File: src/rtl/vga_window_address.sv
// rtl/vga_window_address.sv - VGA framebuffer read-address generator for a square image window
//
// Purpose: turns the sync block's x/y counters into data-memory read addresses
// for a square window at (H_ORIGIN, V_ORIGIN). The image dimension is fetched
// from DIM_ADDR at every frame start and the display mode is latched there.
// Modes: 0 original image, 1 interpolated quadrant, 2 2x pixel-replicated zoom
// (3 behaves as 0).
//
// Ports:
//   clk, rst      clock, synchronous active-high reset
//   pix_tick      one-cycle pixel strobe, x/y valid while high
//   x, y          sync counters
//   mode          display mode request, sampled only at frame start
//   mem_rdata     memory read data (dimension during the fetch)
//   mem_addr      read address (dimension word or pixel)
//   addr_valid    mem_addr is a pixel request
//   pixel_en      addr_valid delayed MEM_LAT cycles, aligned with read data
//   dim_q         image dimension used this frame
//   frame_start   one-cycle pulse when the dimension fetch is launched
module vga_window_address #(
    parameter int unsigned COORD_W     = 10,
    parameter int unsigned ADDR_W      = 19,
    parameter int unsigned DIM_W       = 16,
    parameter int unsigned H_ORIGIN    = 145,
    parameter int unsigned V_ORIGIN    = 35,
    parameter int unsigned DIM_ADDR    = 2,
    parameter int unsigned BASE_ORIG   = 5,
    parameter int unsigned BASE_INTERP = 'h3D289,
    parameter int unsigned DIM_DEFAULT = 392,
    parameter int unsigned MAX_DIM     = 480,
    parameter int unsigned MEM_LAT     = 1
) (
    input  logic               clk,
    input  logic               rst,
    input  logic               pix_tick,
    input  logic [COORD_W-1:0] x,
    input  logic [COORD_W-1:0] y,
    input  logic [1:0]         mode,
    input  logic [DIM_W-1:0]   mem_rdata,
    output logic [ADDR_W-1:0]  mem_addr,
    output logic               addr_valid,
    output logic               pixel_en,
    output logic [DIM_W-1:0]   dim_q,
    output logic               frame_start
);

    // Window arithmetic is done wide enough that origin + 2*dim never wraps.
    localparam int unsigned CW    = ((DIM_W > COORD_W) ? DIM_W : COORD_W) + 3;
    localparam int unsigned CNT_W = $clog2(MEM_LAT + 1);

    localparam logic [CW-1:0]     H_ORG    = CW'(H_ORIGIN);
    localparam logic [CW-1:0]     V_ORG    = CW'(V_ORIGIN);
    localparam logic [ADDR_W-1:0] A_DIM    = ADDR_W'(DIM_ADDR);
    localparam logic [ADDR_W-1:0] A_ORIG   = ADDR_W'(BASE_ORIG);
    localparam logic [ADDR_W-1:0] A_INTERP = ADDR_W'(BASE_INTERP);
    localparam logic [ADDR_W-1:0] A_ONE    = ADDR_W'(1);
    localparam logic [DIM_W-1:0]  D_DEF    = DIM_W'(DIM_DEFAULT);
    localparam logic [DIM_W-1:0]  D_MAX    = DIM_W'(MAX_DIM);
    localparam logic [CNT_W-1:0]  CNT_LAST = CNT_W'(MEM_LAT);
    localparam logic [CNT_W-1:0]  CNT_ONE  = CNT_W'(1);

    typedef enum logic [1:0] {IDLE, FETCH, ACTIVE} state_t;

    state_t             state_q, state_d;
    logic [1:0]         mode_q, mode_d;
    logic [CNT_W-1:0]   cnt_q, cnt_d;
    logic [ADDR_W-1:0]  ptr_q, ptr_d;
    logic [ADDR_W-1:0]  row_start_q, row_start_d;
    logic [ADDR_W-1:0]  mem_addr_q, mem_addr_d;
    logic               addr_valid_q, addr_valid_d;
    logic               frame_start_q, frame_start_d;
    logic [DIM_W-1:0]   dim_d;
    logic [MEM_LAT-1:0] pen_sr_q, pen_sr_d;

    logic [CW-1:0] dim_ext, quarter3, win_w, x_ext, y_ext, h_end, v_end;
    logic          frame_tick, in_win, last_col, col_odd, row_odd, dim_ok;

    always_comb begin
        dim_ext  = CW'(dim_q);
        quarter3 = (dim_ext >> 2) * CW'(3);
        case (mode_q)
            2'd1:    win_w = (quarter3 >= CW'(2)) ? quarter3 - CW'(2) : '0;
            2'd2:    win_w = dim_ext << 1;
            default: win_w = dim_ext;
        endcase
        x_ext  = CW'(x);
        y_ext  = CW'(y);
        h_end  = H_ORG + win_w;
        v_end  = V_ORG + win_w;
        in_win = (x_ext >= H_ORG) && (x_ext < h_end) && (y_ext >= V_ORG) && (y_ext < v_end);
        // Parity of the window-relative column/row, without forming the differences.
        col_odd    = x_ext[0] ^ H_ORG[0];
        row_odd    = y_ext[0] ^ V_ORG[0];
        last_col   = (x_ext == h_end - CW'(1));
        frame_tick = pix_tick && (x == '0) && (y == '0);
        dim_ok     = (mem_rdata != '0) && (mem_rdata <= D_MAX);
    end

    always_comb begin
        state_d       = state_q;
        mode_d        = mode_q;
        cnt_d         = cnt_q;
        ptr_d         = ptr_q;
        row_start_d   = row_start_q;
        mem_addr_d    = mem_addr_q;
        addr_valid_d  = 1'b0;
        frame_start_d = 1'b0;
        dim_d         = dim_q;
        pen_sr_d      = (pen_sr_q << 1) | MEM_LAT'(addr_valid_q);

        if (frame_tick) begin
            // Launch (or restart) the dimension fetch from any state.
            state_d       = FETCH;
            cnt_d         = '0;
            mem_addr_d    = A_DIM;
            frame_start_d = 1'b1;
            mode_d        = (mode == 2'd3) ? 2'd0 : mode;
        end else begin
            case (state_q)
                FETCH: begin
                    // The fetch address went out when cnt was 0, so data is
                    // on mem_rdata once MEM_LAT cycles have passed.
                    if (cnt_q == CNT_LAST) begin
                        dim_d       = dim_ok ? mem_rdata : D_DEF;
                        ptr_d       = (mode_q == 2'd1) ? A_INTERP : A_ORIG;
                        row_start_d = (mode_q == 2'd1) ? A_INTERP : A_ORIG;
                        state_d     = ACTIVE;
                    end else begin
                        cnt_d = cnt_q + CNT_ONE;
                    end
                end
                ACTIVE: begin
                    if (pix_tick && in_win) begin
                        mem_addr_d   = ptr_q;
                        addr_valid_d = 1'b1;
                        if (mode_q != 2'd2) begin
                            ptr_d = ptr_q + A_ONE;
                        end else if (last_col) begin
                            // Zoom: each source row is shown twice; rewind after
                            // the first copy, move on after the second.
                            if (row_odd) begin
                                ptr_d       = ptr_q + A_ONE;
                                row_start_d = ptr_q + A_ONE;
                            end else begin
                                ptr_d = row_start_q;
                            end
                        end else if (col_odd) begin
                            ptr_d = ptr_q + A_ONE;
                        end
                    end
                end
                default: ;
            endcase
        end
    end

    always_ff @(posedge clk) begin
        if (rst) begin
            state_q       <= IDLE;
            mode_q        <= 2'd0;
            cnt_q         <= '0;
            ptr_q         <= '0;
            row_start_q   <= '0;
            mem_addr_q    <= '0;
            addr_valid_q  <= 1'b0;
            frame_start_q <= 1'b0;
            dim_q         <= D_DEF;
            pen_sr_q      <= '0;
        end else begin
            state_q       <= state_d;
            mode_q        <= mode_d;
            cnt_q         <= cnt_d;
            ptr_q         <= ptr_d;
            row_start_q   <= row_start_d;
            mem_addr_q    <= mem_addr_d;
            addr_valid_q  <= addr_valid_d;
            frame_start_q <= frame_start_d;
            dim_q         <= dim_d;
            pen_sr_q      <= pen_sr_d;
        end
    end

    assign mem_addr    = mem_addr_q;
    assign addr_valid  = addr_valid_q;
    assign frame_start = frame_start_q;
    assign pixel_en    = pen_sr_q[MEM_LAT-1];

endmodule

File: config.mk
export PLATFORM = sky130hd
export DESIGN_NAME = vga_window_address
export DESIGN_NICKNAME = d
export VERILOG_FILES = /design/src/rtl/vga_window_address.sv
export SDC_FILE = /design/constraint.sdc
export NUM_CORES = 1
export LEC_CHECK = 0
export BUFFER_PORTS_ARGS = -buffer_cell sky130_fd_sc_hd__clkbuf_2
export CORE_AREA = 2 2 140 142
export CTS_BUF_LIST = sky130_fd_sc_hd__clkbuf_8
export DETAILED_ROUTE_END_ITERATION = 16
export DIE_AREA = 0 0 142 144
export SLEW_MARGIN = 10
export SYNTH_ARGS = -nofsm -noshare
export SYNTH_HDL_FRONTEND = slang
export SYNTH_SLANG_ARGS = --single-unit
File: constraint.sdc
create_clock -name clk -period 6.01 [get_ports clk]
set_clock_uncertainty 0.2 [all_clocks]
set_input_delay 0.601 -clock clk [delete_from_list [all_inputs] [get_ports clk]]
set_output_delay 0.601 -clock clk [all_outputs]
set_load 0.03 [all_outputs]
==> flow_summary.ini, run 1 <==
[cells_and_area]
area_growth_pct = 36.05
layout.cells.most_common = buf_4
final_nets = 1232
antenna_cells = 0
final_cell_area_mm2 = 0.01021
layout-drive-gt1-share_pct = 34.72
final_cell_mix = buf_4, clkbuf_2, nor2_1

[route]
vias = 7871
drt-total-wl_um = 23680
drcViolationCount = 0
drt.antenna.violating_nets = 0
wl_per_cell_um = 17.04
routed_via_density = 5.663
first_pass_iters = 5
first_iter_violations = 515

[synth]
ys_warn_count = 0
synth_edf_count = 0
postSynth.asyncResetShare_pct = 0
synth-seq-cells = 81
syn-cell-area_mm2 = 0.007503
ys.flop_type = dfxtp_1
syn-num-nets = 1012
synth_seq_area_share_pct = 21.61
yosys.area.top_type_share_pct = 21.61
syn_avg_cell_area_um2 = 8.086
yosysUniqueCellTypes = 104
synthTopCellsByArea = dfxtp_1, ha_1, xnor2_1
syn_inst = 928
netlist.top_cell.by_area = dfxtp_1

[placed_design]
dp_slack_ps = -225.0
dpl.hpwl_um = 18090
dpl-instance-area_mm2 = 0.009335
globalplace.congestion = 0.8958
io_buffer_count = 78

[critical_path]
worst_setup_path_start_kind = flip-flop
cp_data_arrival_time_ps = 6100
crit_type = flip-flop to flip-flop
reg2reg_from = dim_q[3]
cp_data_required_time_ps = 6110
crit_fanout = 6
rrSetupSlack_ps = 3
end_kind = flip-flop
worstRegToRegCells = 26
r2r_end = row_start_q[11]
crit_start = dim_q[3]

[grt]
grt_max_degree = 35
grt_overflow = 0
track_usage_pct = 22.33
antenna_found_initial = 0
grt_pass1_wl_um = 36560
first_global_vias = 7097

[floorplan]
pin_count = 79
die_w_um = 142
dieHeight_um = 144
dieArea_mm2 = 0.02045
rows = 51
core_region_area_mm2 = 0.01908
initial_core_util_pct = 39.33

[clock_network]
cts_buffers = 9
cts_hold_buf = 0
clock_sinks = 81
cts_tree = built
clk_path_buf_depth = 2
h-tree-depth = 3
clk_pin_slew_ps = 90
worstSkewPairLatency_ps = 380
root_buffer = clkbuf_8

[flow_run]
max-cap-violations = 0

[power_and_ir_drop]
peakVddDrop_mv = 0.08629
powerDensity_mw_per_mm2 = 103.5
p_leak_uw = 0.004025
total_power_uw = 1056

[status]
status = completed

[sta]
rsz0062_at_grt = true
setup_viol = 0
period_share_pct = 99.94
fin_setup_tns_ps = 0
tightest_slew_ps = 1145
layout_min_cycle_time_ps = 6007
final_max_slew_viol_count = 0
hold_ws_ps = 254.6
maxClockFrequency_mhz = 166.5
relSlewSlack_pct = 23.10
fin_ws_ps = 3.323
hold_viol_final = 0

[worst_hold_path]
hp-start = mem_rdata[0]
hold_path.class = input pin to flip-flop
hold_end = dim_q[0]
hold_depth = 2
[where the power goes]
part / leakage [uW] / internal [uW] / switching, uW / total (uW)
logic: 0.00327 / 30.5 / 41.4 / 71.9
registers: 0.000655 / 535 / 0.0000223 / 535
clock network: 0.000102 / 234 / 216 / 449
total: 0.00402 / 799 / 257 / 1060
[critical path, stage by stage, from the launching register on]
cell,delay (ps)
dfxtp_4,380
ha_4,140
inv_2,40
fa_2,570
ha_4,150
nand2_2,50
or3_4,400
nor4_4,360
nand4_4,210
a32oi_4,270
inv_4,60
ha_4,180
and2_4,140
o21a_4,130
a211oi_4,340
buf_6,160
o31a_1,140
a21oi_2,60
nor4b_2,280
o211ai_1,190
buf_4,190
nor3_4,180
and4b_2,340
buf_4,170
nand4_1,210
o211ai_4,230
o2bb2ai_1,150
[per-stage QoR]
step	util (%)	std cells
final	53.51	1390
after global routing	53.51	1390
after CTS	51.07	1373
after global placement	48.93	1353
after detailed placement	48.93	1353
after floorplan	-	928
[worst max path at each step]
stage | end | slack [ps] | depth (start not counted)
after floorplan | ptr_q[17] | -10 | 24
after global placement | ptr_q[13] | -170 | 29
after detailed placement | ptr_q[13] | -220 | 29
after CTS | row_start_q[18] | 10 | 25
after global routing | row_start_q[18] | -210 | 30
final | row_start_q[11] | 3 | 26
[metal layers]
layer / track usage, % / wire [um]
met5: 0 / 0
met2: 34.99 / 10410
met4: 5.053 / 352
met3: 3.311 / 946
met1: 32.38 / 11970
[cell families (layout without fill, tap and decap cells)]
kind of cell | after synthesis | after routing | synth area share (%)
adders and majority gates | 43 | 43 | 7.270
buffers and inverters | 72 | 295 | 4.769
muxes | 32 | 32 | 4.302
and+or+nand+nor | 369 | 369 | 26.16
xor gates and xnor gates | 67 | 67 | 8.588
AOI/OAI and AO/OA | 264 | 265 | 27.30
DFF | 81 | 81 | 21.61
[layout make-up]
class                           count  area, um^2
Multi-Input combinational cell    776        6077
Sequential cell                    81        1640
Clock inverter                      6       92.59
Timing Repair Buffer              255        1876
Inverter                           25       101.3
Fill cell                        1769        8871
Tap cell                          238       297.8
Clock buffer                        9       123.9
[synth_stat cells (6+ instances only)]
cell	n
clkbuf_1	24
or3_1	7
a21o_1	6
nor4_1	10
a31o_2	6
o211ai_1	12
o41ai_1	7
buf_2	7
o21ai_0	34
a311oi_1	14
and3_1	22
ha_1	42
a211oi_1	8
o2bb2ai_1	11
nand2b_1	17
nand2_1	69
nor2b_1	15
nor3_1	31
a31oi_1	7
or2_2	9
nand3_1	38
dfxtp_1	81
nor4b_1	6
buf_6	8
o21a_1	18
inv_1	24
nor2_1	82
and2_1	13
nand4_1	13
xnor2_1	40
nand3b_1	11
xor2_1	22
o211a_1	6
mux2i_1	30
a21oi_1	53
o21ai_1	11
[state kept, by name (all words and copies together) (netlist names)]
signal,cells
mode_q,2
addr_valid,1
ptr_q,19
frame_start,1
row_start_q,19
dim_q,16
state_q,2
cnt_q,1
mem_addr,19
pixel_en,1
[repair_timing]
action | in CTS | in global routing
resized for setup | 30 | 64
buffers inserted | 4 | 16
setup endpoints to repair | 57 | 57
pin swaps | 8 | 25
gates cloned | 1 | 2
hold endpoints to repair | 0 | 0
No activity file was read; power rests on OpenSTA's default activity.
==> run 2, diff against run 1 <==
CELL_PAD_IN_SITES_DETAIL_PLACEMENT = 0   (was default)
CELL_PAD_IN_SITES_GLOBAL_PLACEMENT = 2   (was default)
CORE_AREA = 2 2 154 156   (was 2 2 140 142)
DIE_AREA = 0 0 156 158   (was 0 0 142 144)
PLACE_DENSITY_LB_ADDON = 0.1   (was default)
SLEW_MARGIN = default   (was 10)
==> flow_summary.ini, run 2 (synthesized netlist as in run 1, its figures left out) <==
[status]
status = completed

[placed_design]
dpl-instance-area_mm2 = 0.009736
globalplace.congestion = 0.8130
dpl.hpwl_um = 20320
io_buffer_count = 78
place_inst = 1448

[critical_path]
crit_type = flip-flop to flip-flop
cp_data_required_time_ps = 6100
worst_setup_path_start_kind = flip-flop
cp_data_arrival_time_ps = 6090
crit_family = simple AND/OR/NAND/NOR gates
max_stage_delay_ps = 520
slowest_stage = or4_4
end_kind = flip-flop
worstPathBufferInverterCount = 6
crit_fanout = 15

[flow_run]
max-cap-violations = 0

[cells_and_area]
antenna_cells = 0
area_growth_pct = 42.09
layout.cells.most_common = buf_4
instances_no_fill = 1487
final_cell_mix = buf_4, nor2_1, clkbuf_2
final_nets = 1276
layout-drive-gt1-share_pct = 39.01
n_fill_cell = 2278
finish.utilization_pct = 46.25
final_cell_area_mm2 = 0.01066

[grt]
grt_max_degree = 35
grt_overflow = 0
antenna_found_initial = 0
grt_pass1_wl_um = 40500
first_global_vias = 7584
track_usage_pct = 20.72

[sta]
rsz0062_at_grt = true
maxClockFrequency_mhz = 166.6
relSlewSlack_pct = 46.01
final_max_slew_viol_count = 0
layout_min_cycle_time_ps = 6003
hold_viol_final = 0
tightest_slew_ps = 809.9
period_share_pct = 99.88
setup_viol = 0

[route]
drcViolationCount = 0
first_iter_violations = 355
drt-total-wl_um = 25790
wl_per_cell_um = 17.34
first_pass_iters = 5
vias = 7902
routed_via_density = 5.314
drt.antenna.violating_nets = 0

[floorplan]
initial_core_util_pct = 32.55
dieArea_mm2 = 0.02465
rows = 56
die_w_um = 156
pin_count = 79
dieHeight_um = 158
core_region_area_mm2 = 0.02305

[clock_network]
clk_path_buf_depth = 2
worstSkewPairLatency_ps = 370
cts_tree = built
clk_pin_slew_ps = 100
root_buffer = clkbuf_8
h-tree-depth = 3
clock_sinks = 81
cts_hold_buf = 0
cts_buffers = 9

[power_and_ir_drop]
powerDensity_mw_per_mm2 = 97.41
seqPwrFrac_pct = 51.5
internal-power_uw = 762.9
swShare_pct = 26.55
p_leak_uw = 0.004260
p_clk_share_pct = 41.5
total_power_uw = 1039
peakVddDrop_mv = 0.1094
p_switching_uw = 275.7
p_comb_share_pct = 7.0

[worst_hold_path]
hold_path.class = input pin to flip-flop
-- run 2: changes by cell type in the layout (fill, tap and decap cells not counted), moves of 5 or more --
cell      previous run  this run
nand3_1             38        27
a311oi_2             1         6
nand3_2              0        10
a311oi_1            13         8
buf_4              156       199
-- run 2: worst min-delay path, stage by stage --
cell and delay, ps:
clkbuf_2 90, nand2_1 40, o21ai_0 50
-- run 2: worst paths after layout --
kind                                      start         endpoint  slack [ps]  depth (start not counted)
worst min register to register  row_start_q[10]  row_start_q[10]         270                          1
worst min-delay path               mem_rdata[4]         dim_q[4]         250                          3
worst max register to register         dim_q[3]        ptr_q[17]           7                         25
worst max-delay path                   dim_q[3]        ptr_q[17]           7                         25
-- run 2: metrics by stage --
step	TNS [ps]	hold slack, ps	setup slack, ps
floorplan	-40.00	232.1	-13.83
global placement	-12720	246.4	-282.5
detailed placement	-16190	252.2	-357.8
CTS	-948.6	232.7	-83.35
global route	-8437	244.3	-240.7
finish	0	248.9	7.421
-- run 2: power groups by stage --
| stage | registers (uW) | clock network (uW) | logic [uW] |
|---|---|---|---|
| floorplan | 548 | 0 | 33.9 |
| global placement | 548 | 0 | 66.2 |
| detailed placement | 548 | 0 | 66.2 |
| CTS | 535 | 448 | 68.8 |
| global route | 535 | 465 | 81.3 |
| finish | 535 | 431 | 73.0 |
-- run 2: area by class of cell --
class / count / area (um^2) / share of cell area (%)
clock buffers: 9 / 123.9 / 1.162
clock inverters: 7 / 77.57 / 0.7276
inverters: 25 / 96.34 / 0.9036
multi-input cells: 775 / 6155 / 57.73
flip-flops and latches: 81 / 1643 / 15.41
well taps: 290 / 362.8 / 3.403
repair buffers: 300 / 2203 / 20.67
-- run 2: metal layers --
layer	wire, um	track usage (%)
met2	11300	32.45
met3	888	2.628
met5	0	0
met4	325	4.369
met1	13280	30.38
-- run 2: what timing repair did --
action                                  CTS  global route
pin swaps                                40            38
cloned                                    2             1
setup buffers                            16             7
gates resized for setup                  41            73
endpoints found under the hold margin     0             0
endpoints found under the setup margin   58            58
==> run 3, diff against run 2 <==
BUFFER_PORTS_ARGS = default   (was -buffer_cell sky130_fd_sc_hd__clkbuf_2)
CORE_AREA = 2 2 148 150   (was 2 2 154 156)
DIE_AREA = 0 0 150 152   (was 0 0 156 158)
DONT_BUFFER_PORTS = 1   (was default)
SLEW_MARGIN = 20   (was default)
==> flow_summary.ini, run 3 (synthesized netlist as in run 1, its figures left out) <==
[grt]
antenna_found_initial = 0
track_usage_pct = 22.89
grt_max_degree = 36
grt_overflow = 0
first_global_vias = 7899
grt_pass1_wl_um = 41900

[floorplan]
dieArea_mm2 = 0.02280
pin_count = 79
initial_core_util_pct = 35.14
core_region_area_mm2 = 0.02135
die_w_um = 150
dieHeight_um = 152
rows = 54

[critical_path]
worst_setup_path_start_kind = flip-flop
rrSetupSlack_ps = -210
reg2reg_from = dim_q[3]
r2r_end = ptr_q[0]
crit_start = dim_q[3]
crit_type = flip-flop to flip-flop
crit_fanout = 5
end_kind = flip-flop
worstRegToRegCells = 26
cp_data_required_time_ps = 6080
cp_data_arrival_time_ps = 6300
slowest_stage = a221o_1
max_stage_delay_ps = 430
crit_family = simple AND/OR/NAND/NOR gates
worstPathBufferInverterCount = 7

[placed_design]
place_inst = 1341
dpl-instance-area_mm2 = 0.009215
dpl.hpwl_um = 19880
io_buffer_count = 0
globalplace.congestion = 0.8556

[worst_hold_path]
hold_depth = 1
hp-start = rst
hold_end = row_start_q[0]
hold_path.class = input pin to flip-flop

[cells_and_area]
area_growth_pct = 43.77
final_nets = 1209
final_cell_area_mm2 = 0.01079
layout-drive-gt1-share_pct = 37.35
instances_no_fill = 1410
layout.cells.most_common = buf_4
antenna_cells = 0
final_cell_mix = buf_4, nor2_1, dfxtp_1

[clock_network]
cts_buffers = 9
worstSkewPairLatency_ps = 390
clock_sinks = 81
clk_pin_slew_ps = 100
cts_tree = built
cts_hold_buf = 0
h-tree-depth = 3
root_buffer = clkbuf_8
clk_path_buf_depth = 2

[route]
first_iter_violations = 351
vias = 7910
wl_per_cell_um = 19.08
drt-total-wl_um = 26900
drcViolationCount = 0
drt.antenna.violating_nets = 0
first_pass_iters = 5
routed_via_density = 5.610

[power_and_ir_drop]
peakVddDrop_mv = 0.1090
p_leak_uw = 0.004074
total_power_uw = 1038
powerDensity_mw_per_mm2 = 96.18

[status]
violations = setup timing
status = finished with violations

[sta]
hold_viol_final = 0
fin_ws_ps = -213.1
rsz0062_at_grt = true
layout_min_cycle_time_ps = 6223
setup_viol = 56
final_max_slew_viol_count = 0
relSlewSlack_pct = 42.78
period_share_pct = 103.5
hold_ws_ps = 87.56
tightest_slew_ps = 855.1
maxClockFrequency_mhz = 160.7
fin_setup_tns_ps = -5124

[flow_run]
max-cap-violations = 0
-- run 3: cell types whose count changed in the layout (fill, tap and decap cells not counted), sizes merged --
cell,before,now
inv,28,29
bufbuf,0,1
buf,221,228
clkbuf,88,12
o211ai,13,14
clkinv,2,1
-- run 3: metal layers --
metal / wire length [um] / GRT usage [%]
met3: 1079 / 3.664
met1: 13170 / 32.68
met4: 557 / 6.244
met5: 0 / 0
met2: 12090 / 35.64
-- run 3: repair_timing --
item / 4_1_cts / 5_1_grt
setup buffers: 35 / 19
endpoints found under the setup margin: 58 / 58
gates cloned: 6 / 3
pin swaps: 44 / 40
gates resized for setup: 88 / 85
-- run 3: layout make-up --
cell class | instances | area (um^2)
clock inverter | 7 | 83.83
tap | 280 | 350.3
clock buffer | 9 | 123.9
inverter | 25 | 98.84
multi-input combinational | 776 | 6402
fill | 2074 | 10560
timing repair buffer | 232 | 2086
sequential | 81 | 1643
-- run 3: how the worst max path moves through the flow --
stage | end | slack (ps) | depth (start not counted)
4_1_cts | ptr_q[4] | -180 | 26
2_1_floorplan | ptr_q[17] | -10 | 24
6_report | ptr_q[0] | -210 | 26
3_3_place_gp | row_start_q[11] | -560 | 27
5_1_grt | ptr_q[2] | -450 | 27
3_5_place_dp | row_start_q[8] | -710 | 28
-- run 3: worst register-to-register path: cells and delay by family, from the launching register on --
kind | cells | cell delay [ps]
compound gates | 6 | 1360
xor+xnor | 3 | 350
fa+ha+maj | 2 | 490
buf+inv | 7 | 1080
flops | 1 | 410
mux | 1 | 190
simple gates | 7 | 2010
-- run 3: report_power, final --
group,total [uW],internal (uW),switching [uW]
logic,50.1,25.2,24.9
clock network,453,200,252
registers,535,535,0.0000475
total,1040,760,277
-- run 3: stage by stage --
step	setup WS, ps	utilization, %
after floorplan	-13.83	-
after detailed placement	-714.6	43.16
final	-213.1	50.53
after CTS	-175.8	47.87
after global placement	-561.1	43.16
after global routing	-453.5	50.53
